### src/rtl/conv_seq_if.sv
// Signal bundle between conv_seq_ctrl (master) and the buffer memories, the conv datapath
// and the result sink (slave side).
interface conv_seq_if #(
    parameter int DW   = 8,
    parameter int OW   = 16,
    parameter int DIMW = 4,
    parameter int AW   = 8
);
    logic            in_rd_en;
    logic [AW-1:0]   in_addr;
    logic [DW-1:0]   in_rd_data;
    logic            ker_rd_en;
    logic [AW-1:0]   ker_addr;
    logic [DW-1:0]   ker_rd_data;
    logic [DW-1:0]   conv_in;
    logic [DW-1:0]   conv_ker;
    logic [DIMW-1:0] conv_in_row;
    logic [DIMW-1:0] conv_in_col;
    logic [DIMW-1:0] conv_ker_row;
    logic [DIMW-1:0] conv_ker_col;
    logic [OW-1:0]   conv_out;
    logic            res_valid;
    logic [OW-1:0]   res_data;

    modport master (
        output in_rd_en, in_addr,
        input  in_rd_data,
        output ker_rd_en, ker_addr,
        input  ker_rd_data,
        output conv_in, conv_ker, conv_in_row, conv_in_col, conv_ker_row, conv_ker_col,
        input  conv_out,
        output res_valid, res_data
    );

    modport slave (
        input  in_rd_en, in_addr,
        output in_rd_data,
        input  ker_rd_en, ker_addr,
        output ker_rd_data,
        input  conv_in, conv_ker, conv_in_row, conv_in_col, conv_ker_row, conv_ker_col,
        output conv_out,
        input  res_valid, res_data
    );
endinterface

### src/rtl/conv_seq_ctrl.sv
// Sequencer for the conv datapath: loads input then kernel, times the compute window, drains results.
// Define CONV_SEQ_DIMCHK_EN to reject starts whose kernel exceeds the input (adds the err port).
module conv_seq_ctrl #(
    parameter int DW         = 8,
    parameter int OW         = 16,
    parameter int DIMW       = 4,
    parameter int AW         = 8,
    parameter int SETTLE_CYC = 2
) (
    input  logic            clk,
    input  logic            rst,
    input  logic            start,
    input  logic            abort,
    input  logic [DIMW-1:0] in_rows,
    input  logic [DIMW-1:0] in_cols,
    input  logic [DIMW-1:0] ker_rows,
    input  logic [DIMW-1:0] ker_cols,
    output logic            busy,
    output logic            done,
`ifdef CONV_SEQ_DIMCHK_EN
    output logic            err,
`endif
    conv_seq_if.master      bus
);
    typedef enum logic [2:0] {
        S_IDLE     = 3'd0,
        S_LOAD_IN  = 3'd1,
        S_LOAD_KER = 3'd2,
        S_SETTLE   = 3'd3,
        S_COMPUTE  = 3'd4,
        S_DRAIN    = 3'd5
    } state_t;

    state_t          state_q, state_d;
    logic [15:0]     cnt_q, cnt_d;
    logic [DIMW-1:0] in_rows_q, in_rows_d, in_cols_q, in_cols_d;
    logic [DIMW-1:0] ker_rows_q, ker_rows_d, ker_cols_q, ker_cols_d;
    logic            in_pend_q, in_pend_d, ker_pend_q, ker_pend_d;
    logic [DW-1:0]   conv_in_q, conv_in_d, conv_ker_q, conv_ker_d;
    logic            res_valid_q, res_valid_d;
    logic [OW-1:0]   res_data_q, res_data_d;
    logic            done_q, done_d;
`ifdef CONV_SEQ_DIMCHK_EN
    logic            err_q, err_d;
`endif

    logic            accept, reject, finish, dims_bad;
    logic            in_rd_en, ker_rd_en;
    logic [31:0]     ni_len, nk_len, drain_len, comp_len, cnt_inc;

`ifdef CONV_SEQ_DIMCHK_EN
    assign dims_bad = (ker_rows > in_rows) || (ker_cols > in_cols);
`else
    assign dims_bad = 1'b0;
`endif

    // Phase lengths from the latched (N-1)-encoded dimensions; conv spends
    // ker_rows*(ker_cols+2) cycles on each of the OR*OC outputs.
    always_comb begin
        ni_len    = (32'(in_rows_q) + 1) * (32'(in_cols_q) + 1);
        nk_len    = (32'(ker_rows_q) + 1) * (32'(ker_cols_q) + 1);
        drain_len = (32'(in_rows_q) - 32'(ker_rows_q) + 1) *
                    (32'(in_cols_q) - 32'(ker_cols_q) + 1);
        comp_len  = drain_len * 32'(ker_rows_q) * (32'(ker_cols_q) + 2);
        cnt_inc   = 32'(cnt_q) + 1;
    end

    always_ff @(posedge clk) begin
        if (rst) begin
            state_q <= S_IDLE;
            cnt_q   <= '0;
        end else begin
            state_q <= state_d;
            cnt_q   <= cnt_d;
        end
    end

    always_comb begin
        state_d = state_q;
        cnt_d   = cnt_q;
        accept  = 1'b0;
        reject  = 1'b0;
        finish  = 1'b0;
        case (state_q)
            S_IDLE: begin
                if (start) begin
                    if (dims_bad) begin
                        reject = 1'b1;
                    end else begin
                        accept  = 1'b1;
                        state_d = S_LOAD_IN;
                        cnt_d   = '0;
                    end
                end
            end
            // The count runs one past the last address: that extra cycle is when
            // the final word returns and is registered onto conv_in/conv_ker.
            S_LOAD_IN: begin
                if (32'(cnt_q) < ni_len) begin
                    cnt_d = cnt_inc[15:0];
                end else begin
                    state_d = S_LOAD_KER;
                    cnt_d   = '0;
                end
            end
            S_LOAD_KER: begin
                if (32'(cnt_q) < nk_len) begin
                    cnt_d = cnt_inc[15:0];
                end else begin
                    state_d = S_SETTLE;
                    cnt_d   = '0;
                end
            end
            S_SETTLE: begin
                if (cnt_inc >= 32'(SETTLE_CYC)) begin
                    state_d = (comp_len == 32'd0) ? S_DRAIN : S_COMPUTE;
                    cnt_d   = '0;
                end else begin
                    cnt_d = cnt_inc[15:0];
                end
            end
            S_COMPUTE: begin
                if (cnt_inc >= comp_len) begin
                    state_d = S_DRAIN;
                    cnt_d   = '0;
                end else begin
                    cnt_d = cnt_inc[15:0];
                end
            end
            S_DRAIN: begin
                if (cnt_inc >= drain_len) begin
                    state_d = S_IDLE;
                    cnt_d   = '0;
                    finish  = 1'b1;
                end else begin
                    cnt_d = cnt_inc[15:0];
                end
            end
            default: begin
                state_d = S_IDLE;
                cnt_d   = '0;
            end
        endcase
        if (abort) begin
            state_d = S_IDLE;
            cnt_d   = '0;
            accept  = 1'b0;
            reject  = 1'b0;
            finish  = 1'b0;
        end
    end

    always_comb begin
        in_rd_en    = (state_q == S_LOAD_IN)  && (32'(cnt_q) < ni_len);
        ker_rd_en   = (state_q == S_LOAD_KER) && (32'(cnt_q) < nk_len);
        in_pend_d   = in_rd_en;
        ker_pend_d  = ker_rd_en;
        conv_in_d   = in_pend_q  ? bus.in_rd_data  : conv_in_q;
        conv_ker_d  = ker_pend_q ? bus.ker_rd_data : conv_ker_q;
        in_rows_d   = accept ? in_rows  : in_rows_q;
        in_cols_d   = accept ? in_cols  : in_cols_q;
        ker_rows_d  = accept ? ker_rows : ker_rows_q;
        ker_cols_d  = accept ? ker_cols : ker_cols_q;
        res_valid_d = (state_d == S_DRAIN);
        res_data_d  = res_valid_d ? bus.conv_out : res_data_q;
        done_d      = finish | reject;
`ifdef CONV_SEQ_DIMCHK_EN
        err_d       = reject;
`endif
    end

    always_ff @(posedge clk) begin
        if (rst) begin
            in_rows_q   <= '0;
            in_cols_q   <= '0;
            ker_rows_q  <= '0;
            ker_cols_q  <= '0;
            in_pend_q   <= 1'b0;
            ker_pend_q  <= 1'b0;
            conv_in_q   <= '0;
            conv_ker_q  <= '0;
            res_valid_q <= 1'b0;
            res_data_q  <= '0;
            done_q      <= 1'b0;
`ifdef CONV_SEQ_DIMCHK_EN
            err_q       <= 1'b0;
`endif
        end else begin
            in_rows_q   <= in_rows_d;
            in_cols_q   <= in_cols_d;
            ker_rows_q  <= ker_rows_d;
            ker_cols_q  <= ker_cols_d;
            in_pend_q   <= in_pend_d;
            ker_pend_q  <= ker_pend_d;
            conv_in_q   <= conv_in_d;
            conv_ker_q  <= conv_ker_d;
            res_valid_q <= res_valid_d;
            res_data_q  <= res_data_d;
            done_q      <= done_d;
`ifdef CONV_SEQ_DIMCHK_EN
            err_q       <= err_d;
`endif
        end
    end

    assign bus.in_rd_en     = in_rd_en;
    assign bus.in_addr      = in_rd_en  ? cnt_q[AW-1:0] : '0;
    assign bus.ker_rd_en    = ker_rd_en;
    assign bus.ker_addr     = ker_rd_en ? cnt_q[AW-1:0] : '0;
    assign bus.conv_in      = conv_in_q;
    assign bus.conv_ker     = conv_ker_q;
    assign bus.conv_in_row  = in_rows_q;
    assign bus.conv_in_col  = in_cols_q;
    assign bus.conv_ker_row = ker_rows_q;
    assign bus.conv_ker_col = ker_cols_q;
    assign bus.res_valid    = res_valid_q;
    assign bus.res_data     = res_data_q;
    assign busy             = (state_q != S_IDLE);
    assign done             = done_q;
`ifdef CONV_SEQ_DIMCHK_EN
    assign err              = err_q;
`endif
endmodule

### src/flat_wrapper.sv
// flat-port wrapper written by rule: the top's interface ports become plain ports
module conv_seq_ctrl_flat 
#(
    parameter int DW         = 8,
    parameter int OW         = 16,
    parameter int DIMW       = 4,
    parameter int AW         = 8,
    parameter int SETTLE_CYC = 2
)
  (clk, rst, start, abort, in_rows, in_cols, ker_rows, ker_cols, busy, done, bus_in_rd_en, bus_in_addr, bus_in_rd_data, bus_ker_rd_en, bus_ker_addr, bus_ker_rd_data, bus_conv_in, bus_conv_ker, bus_conv_in_row, bus_conv_in_col, bus_conv_ker_row, bus_conv_ker_col, bus_conv_out, bus_res_valid, bus_res_data);
  conv_seq_if #(.DW(DW), .OW(OW), .DIMW(DIMW), .AW(AW)) bus_i ();
  input  logic clk;
  input  logic rst;
  input  logic start;
  input  logic abort;
  input  logic [DIMW-1:0] in_rows;
  input  logic [DIMW-1:0] in_cols;
  input  logic [DIMW-1:0] ker_rows;
  input  logic [DIMW-1:0] ker_cols;
  output logic busy;
  output logic done;
  output wire logic [$bits(bus_i.in_rd_en)-1:0] bus_in_rd_en;
  output wire logic [$bits(bus_i.in_addr)-1:0] bus_in_addr;
  input wire logic [$bits(bus_i.in_rd_data)-1:0] bus_in_rd_data;
  output wire logic [$bits(bus_i.ker_rd_en)-1:0] bus_ker_rd_en;
  output wire logic [$bits(bus_i.ker_addr)-1:0] bus_ker_addr;
  input wire logic [$bits(bus_i.ker_rd_data)-1:0] bus_ker_rd_data;
  output wire logic [$bits(bus_i.conv_in)-1:0] bus_conv_in;
  output wire logic [$bits(bus_i.conv_ker)-1:0] bus_conv_ker;
  output wire logic [$bits(bus_i.conv_in_row)-1:0] bus_conv_in_row;
  output wire logic [$bits(bus_i.conv_in_col)-1:0] bus_conv_in_col;
  output wire logic [$bits(bus_i.conv_ker_row)-1:0] bus_conv_ker_row;
  output wire logic [$bits(bus_i.conv_ker_col)-1:0] bus_conv_ker_col;
  input wire logic [$bits(bus_i.conv_out)-1:0] bus_conv_out;
  output wire logic [$bits(bus_i.res_valid)-1:0] bus_res_valid;
  output wire logic [$bits(bus_i.res_data)-1:0] bus_res_data;
  assign bus_in_rd_en = bus_i.in_rd_en;
  assign bus_in_addr = bus_i.in_addr;
  assign bus_i.in_rd_data = bus_in_rd_data;
  assign bus_ker_rd_en = bus_i.ker_rd_en;
  assign bus_ker_addr = bus_i.ker_addr;
  assign bus_i.ker_rd_data = bus_ker_rd_data;
  assign bus_conv_in = bus_i.conv_in;
  assign bus_conv_ker = bus_i.conv_ker;
  assign bus_conv_in_row = bus_i.conv_in_row;
  assign bus_conv_in_col = bus_i.conv_in_col;
  assign bus_conv_ker_row = bus_i.conv_ker_row;
  assign bus_conv_ker_col = bus_i.conv_ker_col;
  assign bus_i.conv_out = bus_conv_out;
  assign bus_res_valid = bus_i.res_valid;
  assign bus_res_data = bus_i.res_data;
  conv_seq_ctrl #(.DW(DW), .OW(OW), .DIMW(DIMW), .AW(AW), .SETTLE_CYC(SETTLE_CYC)) u_core (.clk(clk), .rst(rst), .start(start), .abort(abort), .in_rows(in_rows), .in_cols(in_cols), .ker_rows(ker_rows), .ker_cols(ker_cols), .busy(busy), .done(done), .bus(bus_i));
endmodule
### config.mk
export PLATFORM = sky130hd
export DESIGN_NAME = conv_seq_ctrl_flat
export DESIGN_NICKNAME = d
export VERILOG_FILES = /design/src/rtl/conv_seq_if.sv /design/src/rtl/conv_seq_ctrl.sv /design/src/flat_wrapper.sv
export SDC_FILE = /design/constraint.sdc
export NUM_CORES = 1
export LEC_CHECK = 0
export ABC_AREA = 0
export CAP_MARGIN = 5
export CELL_PAD_IN_SITES_DETAIL_PLACEMENT = 1
export CELL_PAD_IN_SITES_GLOBAL_PLACEMENT = 1
export CORE_MARGIN = 2
export CORE_UTILIZATION = 45
export DETAILED_ROUTE_END_ITERATION = 12
export MAX_ROUTING_LAYER = met4
export PLACE_DENSITY = 0.84
export SLEW_MARGIN = 15
export SYNTH_ARGS = -nofsm -noshare
export SYNTH_HDL_FRONTEND = slang
export SYNTH_SLANG_ARGS = --single-unit
### constraint.sdc
create_clock -name clk -period 15.45 [get_ports clk]
set_input_delay 3.8625 -clock clk [delete_from_list [all_inputs] [get_ports clk]]
set_output_delay 3.8625 -clock clk [all_outputs]
set_load 0.05 [all_outputs]
==> results.json, run 1 <==
{
  "ioPinCount": 121,
  "synth-seq-cells": 71,
  "syn_area_per_cell_um2": 8.576,
  "dpl.cell_count": 4716,
  "place_congestion": 1.081,
  "syn-num-nets": 4264,
  "fp.dieH_um": 256.8,
  "status": "did not finish",
  "endpoint_type": "register data pin",
  "start_util_pct": 45.58,
  "synth_edf_count": 0,
  "antenna_found_initial": 32,
  "ys_warn_count": 0,
  "ys_types": 80,
  "die_w_um": 256.8,
  "synth_area_mm2": 0.02876,
  "clock-sinks": 71,
  "synth_top_flop_cell": "dfxtp_1",
  "grt_max_degree": 55,
  "port-buffer-count": 120,
  "synth-seq-area-share_pct": 4.943,
  "postCtsHoldBufs": 0,
  "track_usage_pct": 71.11,
  "htreeDepth": 3,
  "place_area_mm2": 0.03449,
  "grt_repair_worst_endpoint": "u_core.bus.res_data[13]$_SDFFE_PP0N_/D",
  "firstError": "[ERROR GRT-0232] Routing congestion too high. Check the congestion heatmap in the GUI.",
  "async_flop_share_pct": 0,
  "synth_cells": 3353,
  "haltStage": "global routing (5_1_grt)",
  "detailed_place_hpwl_um": 97160,
  "numCtsBuffers": 9,
  "row_count": 92,
  "grt_overflow_total": 82,
  "root_buffer": "clkbuf_16",
  "cts_buffer_depth": 2
}
routing by layer:
| metal | overflow | global-route usage (%) |
|---|---|---|
| met1 | 1 | 66.25 |
| met2 | 50 | 85.47 |
| met3 | 1 | 57.00 |
| met4 | 30 | 75.61 |
| met5 | - | - |
through the flow:
stage	hold slack, ns	setup TNS [ns]	setup slack [ns]
4_1_cts	0.4832	-0.2706	-0.03957
3_5_place_dp	0.4709	-43.80	-1.532
3_3_place_gp	0.4633	-19.00	-0.7061
2_1_floorplan	0.4967	0	0.001156
kinds of logic after synthesis:
| family | count (synthesis) | share of synthesized area [%] |
|---|---|---|
| AOI/OAI and AO/OA | 420 | 9.468 |
| xor gates and xnor gates | 160 | 5.161 |
| adders and majority gates | 859 | 51.66 |
| buffers and inverters | 838 | 11.02 |
| DFF | 71 | 4.943 |
| muxes | 21 | 0.7353 |
| and+or+nand+nor | 984 | 17.02 |
synthesized netlist by cell type (all sizes together), types with 14 or more instances:
master / count / area (um^2)
inv: 739 / 2774
fa: 547 / 10950
ha: 312 / 3904
nand2: 270 / 1013
nor2: 220 / 825.8
a21oi: 134 / 685.7
xnor2: 108 / 945.9
and2: 106 / 663.1
nand2b: 101 / 631.9
clkbuf: 88 / 331.6
o21ai: 85 / 425.4
dfxtp: 71 / 1421
nor2b: 60 / 375.4
nand3: 52 / 265.3
a21o: 48 / 360.4
xor2: 46 / 402.9
or2: 39 / 244.0
and3: 30 / 187.7
nand4: 29 / 181.4
nor3: 27 / 135.1
o21a: 24 / 180.2
mux2i: 20 / 200.2
or3: 14 / 87.58
repair_timing:
action,in CTS
pin swaps,134
gates cloned,1
endpoints found under the setup margin,34
gates resized for setup,233
setup buffers,69
==> run 2: changes to the inputs <==
Settings changed: CELL_PAD_IN_SITES_DETAIL_PLACEMENT 1 to not set, CELL_PAD_IN_SITES_GLOBAL_PLACEMENT 1 to not set, CORE_UTILIZATION 45 to 40, MAX_ROUTING_LAYER met4 to not set, PLACE_DENSITY 0.84 to not set, PLACE_DENSITY_LB_ADDON set to 0.15.
Clock period 15.45 ns to 20.1 ns, I/O delays scaled along.
==> run 2 against run 1 <==
- the flow now finishes without violations
- synthesized cell count is the same
- synthesized area unchanged
==> results.json, run 2 <==
{
  "die_w_um": 272.1,
  "row_count": 98,
  "drc_errors": 0,
  "ant_nets": 0,
  "postCtsHoldBufs": 0,
  "cp-end-kind": "flop",
  "syn_area_per_cell_um2": 8.576,
  "synth-adder-area-share_pct": 51.66,
  "port-buffer-count": 120,
  "synth_mux_area_share_pct": 0.7354,
  "cpMaxStageDelayCell": "ha_1",
  "fmax_mhz": 53.18,
  "yosys.area_share.xor_xnor_pct": 5.161,
  "start_util_pct": 40.29,
  "status": "finished, final reports clean",
  "fin_nets": 4320,
  "ioPinCount": 121,
  "post-place-ws_ns": 1.457,
  "grt_overflow_total": 0,
  "r2r_end": "u_core.bus.res_data[15]",
  "synth-simple-area-share_pct": 17.02,
  "synth_common_cells": "739 x inv_1, 547 x fa_1, 312 x ha_1",
  "vias": 22300,
  "synth-seq-area-share_pct": 4.943,
  "drv_slew": 0,
  "synth_area_mm2": 0.02876,
  "rsz0062_at_grt": "no",
  "grt_pass1_vias": 23540,
  "synth_largest_area_cell": "fa_1",
  "synth_top_family_by_area": "adder cells",
  "ys_warn_count": 0,
  "area_growth_pct": 8.611,
  "yosysMostFrequentCell": "inv_1",
  "arrival_ns": 19.08,
  "rrSetupSlack_ns": 1.29,
  "yosysTopAreaCellShare_pct": 38.08,
  "relSlewSlack_pct": 21.25,
  "synth-seq-cells": 71,
  "hold_path_end": "u_core.bus.res_data[6]",
  "async_flop_share_pct": 0,
  "root_buffer": "clkbuf_16",
  "track_usage_pct": 24.91,
  "clock_latency_ns": 0.36,
  "synth_top_flop_cell": "dfxtp_1",
  "die-area_mm2": 0.07405,
  "postCtsSetupBuffers": 0,
  "final_common_cell": "inv_1",
  "cts_resized": 0,
  "worst_slew_pin_slew_ns": 1.173,
  "synth_compound_area_share_pct": 9.468,
  "hold_path.class": "reg -> reg",
  "ys_types": 80,
  "maxCapViolCount": 0,
  "cts_tree": "built",
  "first_iter_violations": 1328,
  "grt_pass1_wl_um": 142300,
  "fin_skew_ns": 0.01556,
  "routed_via_density": 5.108,
  "mostFrequentLayoutCells": "739 x inv_1, 547 x fa_1, 312 x ha_1",
  "tns_ns": 0,
  "detailed_place_hpwl_um": 76960,
  "cpMostUsedCell": "fa_1",
  "dr.pass1.iters": 6,
  "fp.dieH_um": 272.1,
  "start_kind": "flop",
  "setup_viol": 0,
  "fin_ws_ns": 1.295,
  "coreArea_mm2": 0.07136,
  "place_congestion": 0.9532,
  "htreeDepth": 3,
  "r2r.worst_path.cells": 60,
  "path_class": "reg -> reg",
  "antenna_found_initial": 1,
  "clock-sinks": 71,
  "hp-start": "u_core.bus.res_data[6]",
  "cts_buffer_depth": 2,
  "drive_above_1_share_pct": 2.665,
  "r2r-start": "u_core.bus.conv_ker_col[1]",
  "path_max_fanout": 21,
  "cp_data_required_time_ns": 20.38,
  "numCtsBuffers": 9,
  "syn-num-nets": 4264,
  "wl_per_cell_um": 20.44,
  "path_clk_slew_ns": 0.07,
  "critPathMaxStageDelay_ns": 0.94,
  "fillCellCount": 7277,
  "synth_edf_count": 0,
  "holdPathStages": 2,
  "synth_top_cells_by_area": "fa_1 38%, ha_1 14%, inv_1 9.6%",
  "synth_cells": 3353,
  "finalCritPeriodShare_pct": 93.56,
  "grt_max_degree": 55,
  "fin_crit_ns": 18.81,
  "totalWireLength_um": 89210,
  "hold_viol_final": 0
}
==> run 2: cell counts after synthesis <==
Identical to the previous run, type by type.
==> run 2: final cells by class <==
type	instances	area (um^2)	area share, %
multi-input combinational	2444	24190	77.45
inverter	740	2778	8.894
sequential	71	1421	4.551
timing repair buffer	143	1369	4.383
tap	950	1189	3.806
clock buffer	10	239.0	0.7652
clock inverter	6	43.79	0.1402
antenna	1	2.502	0.008013
==> run 2: kinds of logic (layout without fill, tap and decap cells) <==
logic type | Yosys count | after routing
fa+ha+maj | 859 | 859
other cells | 0 | 1
simple gates | 984 | 984
compound gates | 420 | 420
buf+inv | 838 | 899
mux | 21 | 21
xor+xnor | 160 | 160
flops | 71 | 71
==> run 2: worst max-delay path by stage <==
stage	end	cells past startpoint	startpoint	slack [ns]
2_1_floorplan	u_core.bus.res_data[10]	66	u_core.bus.conv_ker_row[1]	3.92
3_3_place_gp	u_core.bus.res_data[2]	60	u_core.bus.conv_ker_col[1]	1.50
3_5_place_dp	u_core.bus.res_data[1]	60	u_core.bus.conv_ker_col[1]	1.46
4_1_cts	u_core.bus.res_data[1]	60	u_core.bus.conv_ker_col[1]	1.35
5_1_grt	u_core.bus.res_data[15]	60	u_core.bus.conv_ker_col[1]	0.08
6_report	u_core.bus.res_data[15]	60	u_core.bus.conv_ker_col[1]	1.29
==> run 2: worst max-delay path, delay by kind of cell (launching register included) <==
kind	cells	cell delay [ns]
adders and majority gates	18	9.50
AOI/OAI and AO/OA	19	4.94
buffers and inverters	12	1.23
and+or+nand+nor	7	1.05
xor gates and xnor gates	4	1.63
DFF	1	0.31
==> run 2: stage by stage <==
stage               std cells  hold WS, ns  util [%]  area, um^2
global placement         4348       0.4614     43.36       30950
finish                   4365       0.4770     43.76       31230
floorplan                3353       0.4967         -       28760
global route             4364       0.5064     43.76       31230
CTS                      4364       0.4799     43.76       31230
detailed placement       4348       0.4713     43.36       30950
==> run 2: metal layers <==
metal / global-route usage, % / share of wire (%) / routed length [um]
met5: 0 / 0 / 0
met3: 3.015 / 4.6 / 4094
met1: 33.58 / 44 / 39110
met4: 5.654 / 2.7 / 2381
met2: 42.80 / 49 / 43620
Power of run 2 is not shown: default switching activity piles up to over one toggle a cycle in this logic, so the estimate is an artifact.
